`src/rtl/cpu_pkg.sv`:
```
// Shared types and constants for the CPU load/store path: FSM states,
// word geometry and the address-error rule used by the data memory responder.
package cpu_pkg;

   typedef enum logic [1:0] {
      IDLE = 2'd0,
      WAIT = 2'd1,
      RESP = 2'd2
   } state_t;

   localparam int WORD_BYTES     = 4;
   localparam int MEM_DEPTH_LOG2 = 6;

   // A word access is legal only when word aligned and inside the array.
   function automatic logic addr_err(input logic [31:0] addr, input int depth_log2);
      logic misaligned;
      logic out_of_range;
      misaligned   = (addr % WORD_BYTES) != 32'd0;
      out_of_range = (addr >> (depth_log2 + 2)) != 32'd0;
      return misaligned || out_of_range;
   endfunction

endpackage

```
`src/rtl/mem_array_sp.sv`:
```
// Single-port synchronous word RAM with write enable and registered read.
// Contents are deliberately not reset so the array maps onto block RAM.
module mem_array_sp #(
   parameter int DEPTH_LOG2 = 6,
   parameter int WIDTH      = 32
) (
   input  logic                  clk,
   input  logic                  we,
   input  logic                  re,
   input  logic [DEPTH_LOG2-1:0] addr,
   input  logic [WIDTH-1:0]      wdata,
   output logic [WIDTH-1:0]      rdata
);

   logic [WIDTH-1:0] mem_reg [0:(1<<DEPTH_LOG2)-1];
   logic [WIDTH-1:0] rdata_reg;

   always_ff @(posedge clk) begin
      if (we) begin
         mem_reg[addr] <= wdata;
      end
      if (re) begin
         rdata_reg <= mem_reg[addr];
      end
   end

   assign rdata = rdata_reg;

endmodule

```
`src/rtl/data_mem_responder.sv`:
```
// Handshaked multi-cycle data memory for the CPU load/store port: one word
// transaction at a time, programmable access latency, error on bad addresses.
module data_mem_responder
   import cpu_pkg::*;
#(
   parameter int WAIT_CYCLES = 2,
   parameter int DEPTH_LOG2  = MEM_DEPTH_LOG2
) (
   input  logic        clk,
   input  logic        rst,
   input  logic        req_valid,
   output logic        req_ready,
   input  logic        req_we,
   input  logic [31:0] req_addr,
   input  logic [31:0] req_wdata,
   output logic        rsp_valid,
   input  logic        rsp_ready,
   output logic [31:0] rsp_rdata,
   output logic        rsp_err,
   output logic        busy,
   output logic [15:0] acc_cnt
);

   localparam bit         HAS_WAIT  = (WAIT_CYCLES != 0);
   localparam logic [3:0] WAIT_LOAD = HAS_WAIT ? 4'(WAIT_CYCLES - 1) : 4'd0;

   state_t      state_reg;
   logic [3:0]  cnt_reg;
   logic        we_reg;
   logic [31:0] addr_reg;
   logic [31:0] wdata_reg;
   logic        req_ready_reg;
   logic        rsp_valid_reg;
   logic        rsp_err_reg;
   logic        rd_ok_reg;
   logic        busy_reg;
   logic [15:0] acc_cnt_reg;

   logic        accept;
   logic        commit;
   logic        c_we;
   logic [31:0] c_addr;
   logic [31:0] c_wdata;
   logic        c_err;
   logic [31:0] ram_rdata;

   assign accept = (state_reg == IDLE) && req_valid && req_ready_reg;

   // With no wait cycles the commit happens on the acceptance edge itself,
   // so the request fields come straight from the port instead of the latch.
   assign c_we    = (state_reg == IDLE) ? req_we    : we_reg;
   assign c_addr  = (state_reg == IDLE) ? req_addr  : addr_reg;
   assign c_wdata = (state_reg == IDLE) ? req_wdata : wdata_reg;
   assign c_err   = addr_err(c_addr, DEPTH_LOG2);

   assign commit = !rst &&
                   ((accept && !HAS_WAIT) ||
                    ((state_reg == WAIT) && (cnt_reg == 4'd0)));

   mem_array_sp #(
      .DEPTH_LOG2 (DEPTH_LOG2),
      .WIDTH      (32)
   ) u_mem (
      .clk   (clk),
      .we    (commit && c_we && !c_err),
      .re    (commit && !c_we && !c_err),
      .addr  (c_addr[DEPTH_LOG2+1:2]),
      .wdata (c_wdata),
      .rdata (ram_rdata)
   );

   always_ff @(posedge clk or posedge rst) begin
      if (rst) begin
         state_reg     <= IDLE;
         cnt_reg       <= 4'd0;
         we_reg        <= 1'b0;
         addr_reg      <= 32'd0;
         wdata_reg     <= 32'd0;
         req_ready_reg <= 1'b1;
         rsp_valid_reg <= 1'b0;
         rsp_err_reg   <= 1'b0;
         rd_ok_reg     <= 1'b0;
         busy_reg      <= 1'b0;
         acc_cnt_reg   <= 16'd0;
      end else begin
         unique case (state_reg)
            IDLE: begin
               if (accept) begin
                  we_reg        <= req_we;
                  addr_reg      <= req_addr;
                  wdata_reg     <= req_wdata;
                  req_ready_reg <= 1'b0;
                  busy_reg      <= 1'b1;
                  if (HAS_WAIT) begin
                     state_reg <= WAIT;
                     cnt_reg   <= WAIT_LOAD;
                  end else begin
                     state_reg     <= RESP;
                     rsp_valid_reg <= 1'b1;
                     rsp_err_reg   <= c_err;
                     rd_ok_reg     <= !c_we && !c_err;
                  end
               end
            end
            WAIT: begin
               if (cnt_reg == 4'd0) begin
                  state_reg     <= RESP;
                  rsp_valid_reg <= 1'b1;
                  rsp_err_reg   <= c_err;
                  rd_ok_reg     <= !c_we && !c_err;
               end else begin
                  cnt_reg <= cnt_reg - 4'd1;
               end
            end
            RESP: begin
               if (rsp_ready) begin
                  state_reg     <= IDLE;
                  rsp_valid_reg <= 1'b0;
                  rsp_err_reg   <= 1'b0;
                  rd_ok_reg     <= 1'b0;
                  req_ready_reg <= 1'b1;
                  busy_reg      <= 1'b0;
                  acc_cnt_reg   <= acc_cnt_reg + 16'd1;
               end
            end
            default: begin
               state_reg     <= IDLE;
               req_ready_reg <= 1'b1;
               rsp_valid_reg <= 1'b0;
               busy_reg      <= 1'b0;
            end
         endcase
      end
   end

   // RAM read register is not reset; the gate keeps stores/errors reading 0.
   assign rsp_rdata = rd_ok_reg ? ram_rdata : 32'd0;
   assign req_ready = req_ready_reg;
   assign rsp_valid = rsp_valid_reg;
   assign rsp_err   = rsp_err_reg;
   assign busy      = busy_reg;
   assign acc_cnt   = acc_cnt_reg;

endmodule
```
`config.mk`:
```
export PLATFORM = sky130hd
export DESIGN_NAME = data_mem_responder
export DESIGN_NICKNAME = d
export VERILOG_FILES = /design/src/rtl/cpu_pkg.sv /design/src/rtl/mem_array_sp.sv /design/src/rtl/data_mem_responder.sv
export SDC_FILE = /design/constraint.sdc
export NUM_CORES = 2
export LEC_CHECK = 0
export BUFFER_PORTS_ARGS = -buffer_cell sky130_fd_sc_hd__clkbuf_2
export CORE_AREA = 2 2 377 379
export CTS_CLUSTER_DIAMETER = 40
export CTS_CLUSTER_SIZE = 20
export DETAILED_ROUTE_END_ITERATION = 7
export DIE_AREA = 0 0 379 381
export PLACE_DENSITY = 0.81
export SLEW_MARGIN = 5
export SYNTH_ARGS = -nofsm -noshare
export SYNTH_HDL_FRONTEND = slang
export SYNTH_HIERARCHICAL = 1
export SYNTH_SLANG_ARGS = --single-unit
```
`constraint.sdc`:
```
create_clock -name clk -period 6.3 [get_ports clk]
set_input_delay 1.575 -clock clk [delete_from_list [all_inputs] [get_ports clk]]
set_output_delay 1.575 -clock clk [all_outputs]
set_load 0.02 [all_outputs]
```
## Word level (Yosys, flattened, before mapping)

Memory sizes are Yosys's and may differ from the RTL's. A register that Yosys moved wholly into a read port is not among the register bits.
Cells that the tools add are included.

- $add $sub $neg: 2
- Eq/ne operators: 6
- Mux-type cells: 25
- Bitwise logic cells: 2
- Reductions and logical operators: 26

Operator list:

| cell | count |
|---|---|
| $mux W32 | 3 |
| $reduce_bool A32 Y1 | 2 |
| $add A16 B1 Y16 const B | 1 |
| $reduce_and A3 Y1 | 5 |
| $mux W1 | 10 |
| $logic_and A1 B1 Y1 | 9 |
| $pmux W1 S3 | 3 |
| $mux W4 | 2 |
| $pmux W4 S2 | 1 |
| $mux W2 | 3 |
| $ne A2 B2 Y1 const B | 3 |
| $pmux W2 S3 | 1 |
| $logic_not A4 Y1 | 1 |
| $pmux W1 S2 | 2 |
| $reduce_and A2 Y1 | 2 |
| $reduce_bool A2 Y1 | 2 |
| $sub A4 B1 Y4 const B | 1 |
| $logic_not A1 Y1 | 3 |
| $eq A2 B1 Y1 const B | 1 |
| $eq A2 B2 Y1 const B | 1 |
| $logic_not A2 Y1 | 1 |
| $ne A2 B1 Y1 const B | 1 |
| $not A1 Y1 | 2 |
| $logic_or A1 B1 Y1 | 1 |

- Flip-flop bits (word level): 92
- RAM bits: 2,048
- Output and inout port bits: 52
- Word-level logic and storage cells: 73
- Memories kept: 1

Memories:

| name | words | width | read ports | clocked after Yosys merged registers in | wr ports | RTL line | RTL |
|---|---|---|---|---|---|---|---|
| u_mem.mem_reg | 64 | 32 | 1 | 1 | 1 | mem_array_sp.sv:15 | `logic [WIDTH-1:0] mem_reg [0:(1<<DEPTH_LOG2)-1];` |

## Longest topological paths before layout

- Word-level depth: 8
- Gate-level depth with buffers: 17

## Cells and area by module

The synthesis kept the hierarchy.

By module, submodules not included:

| module | times used | cells each | area an instance (µm²) |
|---|---|---|---|
| mem_array_sp | 1 | 4,239 | 79,248.5 |
| data_mem_responder | 1 | 351 | 4,543.1 |

## Worst setup path before layout

Ideal clock, no wire load.

- Path kind: input to register
- From: in req_addr[16]
- To: reg u_mem.rdata_reg[0], in the netlist u_mem/rdata[0], read port of u_mem.mem_reg, enable pin
- Setup time: 0.502 ns
- Data arrival time: 5.317 ns
- Data required time: 5.798 ns
- Path slack: 0.481 ns
- Stages: 4
- Buffers on the path: 0
- Path through: nor4_1 > nand4_1 > o22a_1 > nor4_1

- Longest elaborated chain between the ends: 5

RTL lines:

| element | RTL line | RTL |
|---|---|---|
| start: declaration | data_mem_responder.sv:14 | `input logic [31:0] req_addr,` |
| $mux W32 | data_mem_responder.sv:52 | `assign c_addr = (state_reg == IDLE) ? req_addr : addr_reg;` |
| $reduce_bool A32 Y1 | cpu_pkg.sv:19 | `out_of_range = (addr >> (depth_log2 + 2)) != 32'd0;` |
| $logic_or A1 B1 Y1 | cpu_pkg.sv:20 | `return misaligned \|\| out_of_range;` |
| $logic_not A1 Y1 | data_mem_responder.sv:66 | `.re (commit && !c_we && !c_err),` |
| $logic_and A1 B1 Y1 | data_mem_responder.sv:66 |  |
| end: declaration | mem_array_sp.sv:16 | `logic [WIDTH-1:0] rdata_reg;` |

No other way between the ends.
A chain may end at the register's enable or synchronous reset.

## Worst setup path in the final report

- From: reg state_reg[0]
- To: reg u_mem.rdata_reg[26], in the netlist u_mem/rdata[26], read port of u_mem.mem_reg, data pin

- Elaborated cells on any way between the ends: 13

RTL lines:

| element | RTL line | RTL |
|---|---|---|
| start: declaration | data_mem_responder.sv:27 | `state_t state_reg;` |
| start signal: assignment | data_mem_responder.sv:74 | `state_reg <= IDLE;` |
| start signal: assignment | data_mem_responder.sv:95 | `state_reg <= WAIT;` |
| start signal: assignment | data_mem_responder.sv:98 | `state_reg <= RESP;` |
| $logic_not A2 Y1 | data_mem_responder.sv:52 |  |
| $mux W32 | data_mem_responder.sv:52 |  |
| via c_addr[2] | data_mem_responder.sv:42 | `logic [31:0] c_addr;` |

The timed path passes the listed nets, and every way through them passes these cells.

==> run summary <==
# hold bufs at CTS - 0
Total setup buffers inserted after CTS - 0
Ys async rst share - 4.24%
Final ANT Viol Nets - 0
Clock-pin slew on the worst setup and hold paths - 0.08 ns
Post-synth EDFFs - 2,080
Routed wire length - 229,000 um
PwrDens - 390 nW/um^2
Post-synthesis register bit count - 2,172
Crit start category - register
H-Tree Level Count - 4
Leakage - 0.0315 uW
Setup TNS Final - 0 ns
Final WS setup - 1.36 ns
CTS tree - built
Residual DRC - 1
Drt first pass iters - 8
Tightest Pin Transition - 1.19 ns
Die X - 379 um
Ys Warns - 6
WHS Endpoint - wdata_reg[5]
RSZ-0062 raised after global routing - false
Internal reg-to-reg setup slack - 1.36 ns
Largest net degree at the start of global routing - 104
Worst R2R Start - state_reg[0]
CP endpoint kind - register
GR Overflow Total - 0
WP data required - 6.85 ns
Hold crit path type - register to register
Library cells used by synthesis - 70
Area after DPL - 88,100 sq um
Tcrit/Tclk final - 78.3%
Failing checks - design-rule violations
CP max-delay cell - nor4_1
Outcome - finished, violations left
Routed vias/inst - 7.08
Global-route wire length before repair - 328,000 um
Avg Inst Size Synth - 18.3 sq um
Worst-case reg-to-reg path depth - 10
Area grow syn2layout - 14.0%
Critical path type - register to register
Initial antenna violation count - 14
Place WS - 0.970 ns
Vias - 48,900
Final instance area - 95,500 sq um
R2r endpoint - u_mem/rdata[26]
Total CTS buffers - 208
Initial core utilization - 59.6%
DP HPWL - 133,000 um
Cells after Synth - 4,590
1st-iter DRT viols - 8,389
Layout cells sized above 1 - 22.1%
IO Port Bufs - 120
Max FO, Critical Path - 71
DIE AREA - 144,000 sq um
Part of the Yosys area used for sequential elements - 77.3%
Commonest non-fill, non-tap cell in the layout - edfxtp_1
Routed length per instance - 33.1 um
Mapped Nets - 4,662
Commonest cells after routing, fill and taps aside - 2,080 x edfxtp_1, 259 x mux2i_1, 211 x clkbuf_16
Crit path DAT - 5.49 ns
Hold_sp - wdata_reg[5]
Slew HR - 20.7%
GRT Total Usage - 31.5%
Post-CTS sizing - 0
Final Max Tran Viols - 0
Die H - 381 um
Final net count - 4,898
Worst-Skew Late Latency - 0.85 ns
CTS Buffer Depth - 3
Core footprint - 141,000 sq um
Worst hold stages - 1
Max_cap viols - 0
Final hold violation count - 0
Final setup vio count - 0
Final clock skew - 0.0430 ns
Vias in the first global route - 47,600
Fmax - 203 MHz
Most used DFF post-synth - edfxtp_1
Mapped Area - 83,800 sq um
Critical-path cell list - nor2_4 > mux2_8 > buf_4 > nor2b_2 > and3_1 > nor4_1 > a31oi_1 > a2111oi_0 > buf_4 > nand3_1
Ports - 121
Flip-flop count of the largest register after layout - 2,048
Clock root buffer master - clkbuf_16
Clk sink count - 2,172
Num rows - 138
VDD IR max - 0.000305 V
Crit-path most repeated cell - buf_4
Fin crit period - 4.94 ns
Max incr delay on CP - 0.77 ns
Routability cong. - 0.922
[how the worst max path moves through the flow]
stage                       to  slack, ns    startpoint  cells past startpoint
2_1_floorplan   u_mem/rdata[0]       0.48  req_addr[16]                      4
6_report       u_mem/rdata[26]       1.36  state_reg[0]                     10
4_1_cts        u_mem/rdata[10]       1.56  state_reg[0]                      8
5_1_grt        u_mem/rdata[26]       1.25  state_reg[0]                     10
3_5_place_dp   u_mem/rdata[20]       0.97   req_addr[4]                      9
3_3_place_gp   u_mem/rdata[20]       1.01   req_addr[4]                      9
[cells in the mapped netlist, drive strengths merged (16+ instances only)]
cell | n | area [sq um]
nor2 | 155 | 592
o22a | 71 | 622
a222oi | 16 | 160
nand3 | 60 | 300
nor3 | 24 | 120
edfxtp | 2080 | 62500
a21oi | 123 | 616
o21ai | 87 | 435
or4 | 16 | 120
a221oi | 175 | 1530
mux4 | 96 | 2160
dfrtp | 91 | 2280
nor4 | 28 | 175
buf | 144 | 785
nand2b | 22 | 138
a211oi | 17 | 128
nand2 | 42 | 158
and2 | 38 | 238
o22ai | 93 | 582
a22o | 66 | 578
mux2 | 254 | 2920
and3 | 90 | 573
mux2i | 259 | 2590
a22oi | 188 | 1410
a31oi | 43 | 269
clkbuf | 172 | 649
[cells by family (layout without fill, tap and decap cells)]
logic type | count (synthesis) | after routing | share of synthesized area, %
DFF | 2172 | 2172 | 77.3
AOI/OAI and AO/OA | 940 | 940 | 8.21
muxes | 609 | 609 | 9.16
and+or+nand+nor | 526 | 526 | 3.37
buffers and inverters | 323 | 738 | 1.74
xor gates and xnor gates | 17 | 17 | 0.178
adders and majority gates | 3 | 3 | 0.0448
other | 0 | 10 | 0
[metrics by stage]
step	cells	hold WS (ns)	utilization, %	power, uW
2_1_floorplan	4590	0.454	-	21500
3_3_place_gp	6506	0.463	62.7	24000
3_5_place_dp	6506	0.471	62.7	24200
4_1_cts	6895	0.486	67.9	37100
5_1_grt	6895	0.502	68.0	38100
6_report	6905	0.483	68.0	37300
[metal layers]
metal	track usage [%]	wire, um	share of wire (%)	vias up
met5	0	69	0.030	-
met3	8.54	34400	15	813
met2	48.3	105000	46	4346
li1	-	-	-	19400
met4	16.0	13600	6.0	10
met1	41.8	75500	33	24300
[power breakdown]
part / internal, uW / switching [uW]
registers: 16900 / 133
logic: 2240 / 4910
clock network: 7110 / 5980
total: 26300 / 11000
[worst max-delay path: cells and delay by family (launching register included)]
family                 cells  cell delay [ns]
AND/OR/NAND/NOR            5             1.70
AO/OA/AOI/OAI              2             0.81
multiplexers               1             0.74
buffers and inverters      2             0.71
flip-flops                 1             0.52
[cell type report]
class	count	area (sq um)
Antenna cell	10	25.0
Clock buffer	220	5310
Clock inverter	169	2050
Fill cell	8324	45000
Inverter	7	36.3
Multi-Input combinational cell	2095	18200
Sequential cell	2172	64800
Tap cell	1890	2360
Timing Repair Buffer	342	2770
No activity file was read; power rests on OpenSTA's default activity.
